==> src/rtl/seg_pkg.sv <==
// Purpose: shared 7-segment definitions: glyph table, {dp,hex} code type, scan FSM states.
// Latency: n/a (types, constants and a helper function only).
// Backpressure: n/a.
package seg_pkg;

    // Display code recovered per digit: {dp, hex[3:0]}
    typedef logic [4:0] seg_code_t;

    typedef enum logic [1:0] {
        IDLE,
        SETTLE,
        HOLD
    } scan_state_t;

    // Segment patterns {g,f,e,d,c,b,a}, active high, indexed by hex value.
    // Element 15 is listed first in the concatenation.
    localparam logic [15:0][6:0] SEG_PATTERNS = {
        7'h71, 7'h79, 7'h5E, 7'h39,   // F E d C
        7'h7C, 7'h77, 7'h6F, 7'h7F,   // b A 9 8
        7'h07, 7'h7D, 7'h6D, 7'h66,   // 7 6 5 4
        7'h4F, 7'h5B, 7'h06, 7'h3F    // 3 2 1 0
    };

    function automatic seg_code_t make_code(input logic dp, input logic [3:0] hex);
        return {dp, hex};
    endfunction

endpackage

==> src/rtl/seg_pattern_lookup.sv <==
// Purpose: map a 7-bit segment pattern to its hex glyph index (hit), or flag it blank.
// Latency: combinational.
// Backpressure: none.
// Ports: pattern (7-bit {g..a}) in; hit, blank, idx[3:0] out.
module seg_pattern_lookup
    import seg_pkg::*;
(
    input  logic [6:0] pattern,
    output logic       hit,
    output logic       blank,
    output logic [3:0] idx
);

    always_comb begin
        hit = 1'b0;
        idx = 4'h0;
        // Table entries are unique, so at most one iteration matches.
        for (int i = 0; i < 16; i++) begin
            if (pattern == SEG_PATTERNS[i]) begin
                hit = 1'b1;
                idx = 4'(i);
            end
        end
    end

    assign blank = (pattern == 7'h00);

endmodule

==> src/rtl/seg_scan_reader.sv <==
// Purpose: watch a multiplexed 7-seg bus and recover the {dp,hex} code shown on each digit.
// Latency: inputs steady over STABLE_CYCLES edges -> slot written on the next edge, strobe visible after it.
// Backpressure: none; a passive observer, outputs are pulses/levels with no handshake.
// Ports: clk, rst_n (async, active low), an_sel (one-hot digit select), seg_in {dp,g..a},
//        clr (sync clear); code_out / code_valid per slot, update_stb/update_idx,
//        err_pattern, err_sel pulses.
// Build option: define SEG_SCAN_ACTIVE_LOW_EN for common-anode boards (an_sel/seg_in inverted on entry).
module seg_scan_reader
    import seg_pkg::*;
#(
    parameter int NUM_DIGITS    = 8,
    parameter int STABLE_CYCLES = 4
) (
    input  logic                                                clk,
    input  logic                                                rst_n,
    input  logic [NUM_DIGITS-1:0]                               an_sel,
    input  logic [7:0]                                          seg_in,
    input  logic                                                clr,
    output logic [NUM_DIGITS*5-1:0]                             code_out,
    output logic [NUM_DIGITS-1:0]                               code_valid,
    output logic                                                update_stb,
    output logic [((NUM_DIGITS > 1) ? $clog2(NUM_DIGITS) : 1)-1:0] update_idx,
    output logic                                                err_pattern,
    output logic                                                err_sel
);

    localparam int IDX_W = (NUM_DIGITS > 1) ? $clog2(NUM_DIGITS) : 1;
    localparam int CNT_W = $clog2(STABLE_CYCLES + 1);
    localparam logic [CNT_W-1:0] CNT_MAX = CNT_W'(STABLE_CYCLES);
    localparam logic [CNT_W-1:0] CNT_ONE = CNT_W'(1);

    // Polarity-normalised bus, before the sample register
    logic [NUM_DIGITS-1:0] an_raw;
    logic [7:0]            seg_raw;

`ifdef SEG_SCAN_ACTIVE_LOW_EN
    assign an_raw  = ~an_sel;
    assign seg_raw = ~seg_in;
`else
    assign an_raw  = an_sel;
    assign seg_raw = seg_in;
`endif

    // Sample stage and the sample before it
    logic [NUM_DIGITS-1:0] an_s_q, an_p_q;
    logic [7:0]            seg_s_q, seg_p_q;

    scan_state_t                 state_q, state_d;
    logic [CNT_W-1:0]            cnt_q, cnt_d, cnt_inc;
    logic [NUM_DIGITS-1:0][4:0]  code_q;
    logic [NUM_DIGITS-1:0]       valid_q;
    logic                        update_stb_q, err_pattern_q, err_sel_q;
    logic [IDX_W-1:0]            update_idx_q;

    logic             changed, an_zero, an_onehot, an_multi, commit;
    logic [IDX_W-1:0] sel_idx;
    logic             lk_hit, lk_blank;
    logic [3:0]       lk_idx;

    assign changed   = (an_s_q != an_p_q) || (seg_s_q != seg_p_q);
    assign an_zero   = (an_s_q == '0);
    assign an_onehot = $onehot(an_s_q);
    assign an_multi  = !an_zero && !an_onehot;

    always_comb begin
        sel_idx = '0;
        for (int i = 0; i < NUM_DIGITS; i++) begin
            if (an_s_q[i]) begin
                sel_idx = IDX_W'(i);
            end
        end
    end

    seg_pattern_lookup u_lookup (
        .pattern (seg_s_q[6:0]),
        .hit     (lk_hit),
        .blank   (lk_blank),
        .idx     (lk_idx)
    );

    // Next state / dwell counter. A change restarts the dwell at 1 (the new
    // sample itself counts); the commit fires on the edge the count reaches
    // STABLE_CYCLES and parks the FSM in HOLD until the bus moves again.
    always_comb begin
        cnt_inc = (cnt_q >= CNT_MAX) ? CNT_MAX : cnt_q + CNT_ONE;
        cnt_d   = cnt_q;
        state_d = state_q;
        if (changed) begin
            if (an_onehot) begin
                cnt_d   = CNT_ONE;
                state_d = SETTLE;
            end else begin
                cnt_d   = '0;
                state_d = IDLE;
            end
        end else if (state_q == SETTLE) begin
            cnt_d = cnt_inc;
        end
        commit = an_onehot && (state_d == SETTLE) && (cnt_d == CNT_MAX);
        if (commit) begin
            state_d = HOLD;
        end
    end

    always_ff @(posedge clk or negedge rst_n) begin
        if (!rst_n) begin
            an_s_q        <= '0;
            an_p_q        <= '0;
            seg_s_q       <= '0;
            seg_p_q       <= '0;
            state_q       <= IDLE;
            cnt_q         <= '0;
            code_q        <= '0;
            valid_q       <= '0;
            update_stb_q  <= 1'b0;
            update_idx_q  <= '0;
            err_pattern_q <= 1'b0;
            err_sel_q     <= 1'b0;
        end else begin
            an_s_q        <= an_raw;
            seg_s_q       <= seg_raw;
            an_p_q        <= an_s_q;
            seg_p_q       <= seg_s_q;
            update_stb_q  <= 1'b0;
            err_pattern_q <= 1'b0;
            // Only on the edge the select moves to a new multi-hot value
            err_sel_q     <= an_multi && (an_s_q != an_p_q);

            if (clr) begin
                // Clear overrides any commit decided this edge
                code_q  <= '0;
                valid_q <= '0;
                state_q <= an_onehot ? SETTLE : IDLE;
                cnt_q   <= an_onehot ? CNT_ONE : '0;
            end else begin
                state_q <= state_d;
                cnt_q   <= cnt_d;
                if (commit) begin
                    if (lk_hit) begin
                        code_q[sel_idx]  <= make_code(seg_s_q[7], lk_idx);
                        valid_q[sel_idx] <= 1'b1;
                        update_stb_q     <= 1'b1;
                        update_idx_q     <= sel_idx;
                    end else if (lk_blank) begin
                        valid_q[sel_idx] <= 1'b0;
                        update_stb_q     <= 1'b1;
                        update_idx_q     <= sel_idx;
                    end else begin
                        valid_q[sel_idx] <= 1'b0;
                        err_pattern_q    <= 1'b1;
                    end
                end
            end
        end
    end

    assign code_out    = code_q;
    assign code_valid  = valid_q;
    assign update_stb  = update_stb_q;
    assign update_idx  = update_idx_q;
    assign err_pattern = err_pattern_q;
    assign err_sel     = err_sel_q;

endmodule
==> config.mk <==
export PLATFORM = sky130hd
export DESIGN_NAME = seg_scan_reader
export DESIGN_NICKNAME = d
export VERILOG_FILES = /design/src/rtl/seg_pkg.sv /design/src/rtl/seg_pattern_lookup.sv /design/src/rtl/seg_scan_reader.sv
export SDC_FILE = /design/constraint.sdc
export NUM_CORES = 1
export LEC_CHECK = 0
export BUFFER_PORTS_ARGS = -buffer_cell sky130_fd_sc_hd__buf_2
export CAP_MARGIN = 20
export CORE_AREA = 10 10 99 101
export DETAILED_ROUTE_END_ITERATION = 6
export DIE_AREA = 0 0 109 111
export GPL_ROUTABILITY_DRIVEN = 0
export PLACE_DENSITY = 0.77
export SYNTH_ARGS = -nofsm -noshare
export SYNTH_HDL_FRONTEND = slang
export SYNTH_SLANG_ARGS = --single-unit
export TNS_END_PERCENT = 5
==> constraint.sdc <==
create_clock -name clk -period 6.4 [get_ports clk]
set_input_delay 0 -clock clk [delete_from_list [all_inputs] [get_ports clk]]
set_output_delay 0 -clock clk [all_outputs]
set_load 0.1 [all_outputs]
==> impl_metrics.csv <==
group,metric,value,unit
sta,fin_crit_sh,75.5,%
synthesis,syn_area,4300,sq um
synthesis,syn_avg_cell_area,11.5,sq um
run_status,run_status,"finished, final reports clean",
power,total_power,1120,uW
cells_and_area,fin_area,5050,sq um
clock_tree,root_buffer,"clkbuf_8",
cells_and_area,layout_commonest_cell,"dfrtp_1",
clock_tree,post_cts_resized,0,
sta,finalSetupTns,0,ps
sta,slew_viol_final,0,
synthesis,yosysSeqAreaShare,53.0,%
clock_tree,cts_tree,"built",
drt,wl,9760,um
worst_setup_path,cp-end-kind,"register",
power,p_int,801,uW
power,power.clock.fraction,33.5,%
worst_setup_path,crit_path_start_kind,"register",
worst_setup_path,r2r-end,"code_out[31]",
cells_and_area,area_growth,17.6,%
cells_and_area,drive_gt1_share,24.7,%
drt,routed_via_density,5.49,
clock_tree,ctsHoldBuffers,17,
power,ir_worst_vdd,0.000109,V
synthesis,synth_cells,373,
global_routing,grt_overflow,0,
drt,drtPass1Iterations,4,
floorplanning,coreArea,7970,sq um
sta,fmax,207,MHz
worst_setup_path,criticalPathCategory,"reg2reg",
global_routing,grt_max_degree,71,
floorplanning,io_pins,73,
worst_setup_path,worst_ep_arrival_time,5050,ps
clock_tree,cts_buffer_depth,2,
power,powerDensity,222,nW/um^2
worst_setup_path,path_max_fanout,8,
worst_setup_path,r2r_setup_slack,1570,ps
worst_setup_path,reg2reg_from,"an_s_q[3]",
global_routing,grt_usage,16.9,%
sta,final-hold-violation-count,0,
drt,drt-initial-drc-count,234,
floorplanning,die_height,111,um
run,maxCapViolations,0,
floorplanning,die_x,109,um
cells_and_area,diodes,0,
worst_setup_path,r2r_cells,14,
clock_tree,cts.sinks,91,
drt,detail-route-antenna-nets,0,
sta,rsz0062_at_grt,"no",
power,switching_power,322,uW
power,leakage,0.00272,uW
global_routing,grt_pass1_wl,16500,um
drt,num_vias,3086,
cells_and_area,fillers,635,
floorplanning,rows,33,
global_routing,grt_pass1_vias,3233,
clock_tree,post_cts_buffers,0,
clock_tree,cts-buffers-inserted,9,
floorplanning,initial_core_util,53.9,%
placement,place_hpwl,6820,um
clock_tree,insertion_delay,360,ps
worst_setup_path,cp.required,6620,ps
drt,drc,0,
hold_path,hold_path_class,"in2async",
power,pwr-share-seq,54.7,%
sta,max_slew_margin,42.5,%
global_routing,grt_antenna_before_repair,0,
clock_tree,path_clk_slew,100,ps
worst_setup_path,critPathLaunch,"an_s_q[3]",
synthesis,netlist-cell-type-count,51,
placement,placed_cell_area,4700,sq um
drt,wl_per_cell,17.4,um
power,switching_share,28.7,%
cells_and_area,fin_nets,481,
sta,finalSetupViolCount,0,
clock_tree,cts_htree_levels,3,
sta,fin_crit,4830,ps
synthesis,synth_nets,402,
sta,finalClockSkew,10.0,ps
placement,port_buffers,72,
cells_and_area,final_cell_mix,"dfrtp_1, buf_2, nand2b_1, mux2i_1, inv_1",
sta,worst_slew_pin_slew,862,ps
synthesis,synth_top_area_share,53.0,%
worst_setup_path,endpoint,"code_out[31]",
synthesis,ys_warn_count,0,
synthesis,synthTopCellsByArea,"dfrtp_1, mux2i_1, nand2b_1",
floorplanning,die_area,12100,sq um
synthesis,ys_ff_latch,91,
synthesis,synth_top_area_cell,"dfrtp_1",
power,pwr-share-comb,11.8,%
[how the worst min path moves through the flow]
stage                        to  cells past startpoint  startpoint  slack [ps]
floorplan             an_p_q[0]                      0       rst_n        -300
global placement    err_pattern                      1       rst_n        -100
detailed placement  err_pattern                      1       rst_n         -90
CTS                  seg_p_q[2]                      2       rst_n          50
global route         seg_p_q[2]                      2       rst_n          70
finish               seg_s_q[6]                      2       rst_n          50
[layout make-up]
type	instances	area, sq um	area share (%)
inverter	23	86.3	1.71
timing repair buffer	90	541	10.7
tap	105	131	2.60
sequential	91	2280	45.0
clock buffer	11	141	2.80
multi-input combinational	237	1830	36.3
clock inverter	5	45.0	0.891
[worst max-delay path, cell delays in order, from the launching register on]
cell     delay (ps)
dfrtp_1         480
inv_1           150
fa_1            470
fa_1            510
fa_1            400
inv_1            70
ha_1            160
inv_1            60
fa_1            500
and3b_2         190
a41oi_2         170
or3_2           560
nor3_4          410
nand4_2         350
mux2i_1         200
[registers in the layout (all words and copies together), names as in the netlist]
| signal | flops |
|---|---|
| code_out | 40 |
| seg_s_q | 8 |
| update_idx | 3 |
| code_valid | 8 |
| err_pattern | 1 |
| an_p_q | 8 |
| seg_p_q | 8 |
| state_q | 2 |
| update_stb | 1 |
| an_s_q | 8 |
| cnt_q | 3 |
| err_sel | 1 |
[routing by layer]
metal  part of all wire, %  wire (um)  GRT usage, %  up-vias
li1                      -          -             -     1434
met1                    45       4420          23.3     1537
met5                     0          0             0        -
met2                    46       4520          24.2       96
met4                   2.0        199          6.24        0
met3                   6.4        626          5.12       19
[power groups by stage]
stage / Sequential, uW / Combinational (uW) / Clock [uW]
after global routing: 618 / 150 / 411
final: 614 / 133 / 376
after floorplan: 630 / 81.4 / 0
after detailed placement: 625 / 124 / 0
after CTS: 614 / 133 / 382
after global placement: 624 / 119 / 0
[stage by stage]
stage	instances	hold WS (ps)	utilization, %	setup slack (ps)
4_1_cts	562	51.3	63.4	1590
5_1_grt	562	71.6	63.4	1360
2_1_floorplan	373	-296	-	1960
3_5_place_dp	529	-94.2	59.0	1620
6_report	562	48.2	63.4	1570
3_3_place_gp	529	-103	59.0	1780
[Yosys cell counts, drive strengths merged]
library cell and instances:
a21o 1, a21oi 15, a311oi 1, a31oi 3, a41oi 1, and3 3, and3b 1, and4b 1
buf 9, clkbuf 13, dfrtp 91, fa 4, ha 6, inv 23, mux2 2, mux2i 43
nand2 12, nand2b 46, nand3 10, nand3b 5, nand4 6, nand4b 1, nand4bb 1, nor2 5
nor3 10, nor3b 1, nor4 8, o211ai 2, o21a 4, o21ai 12, o21bai 1, o221a 1
o22ai 2, o31ai 3, o32ai 1, or2 1, or3 2, or3b 3, or4 1, or4b 1
xor2 17
[logic make-up (layout without fill, tap and decap cells)]
logic type | Yosys count | count (layout) | synth area share, %
AND/OR/NAND/NOR | 118 | 118 | 17.9
flip-flops | 91 | 91 | 53.0
AO/OA/AOI/OAI | 47 | 47 | 7.16
multiplexers | 45 | 45 | 10.5
buffers and inverters | 45 | 129 | 4.37
XOR/XNOR | 17 | 17 | 3.46
adder cells (fa/ha/maj) | 10 | 10 | 3.61
Note: power is estimated with default switching activity, not from simulation.
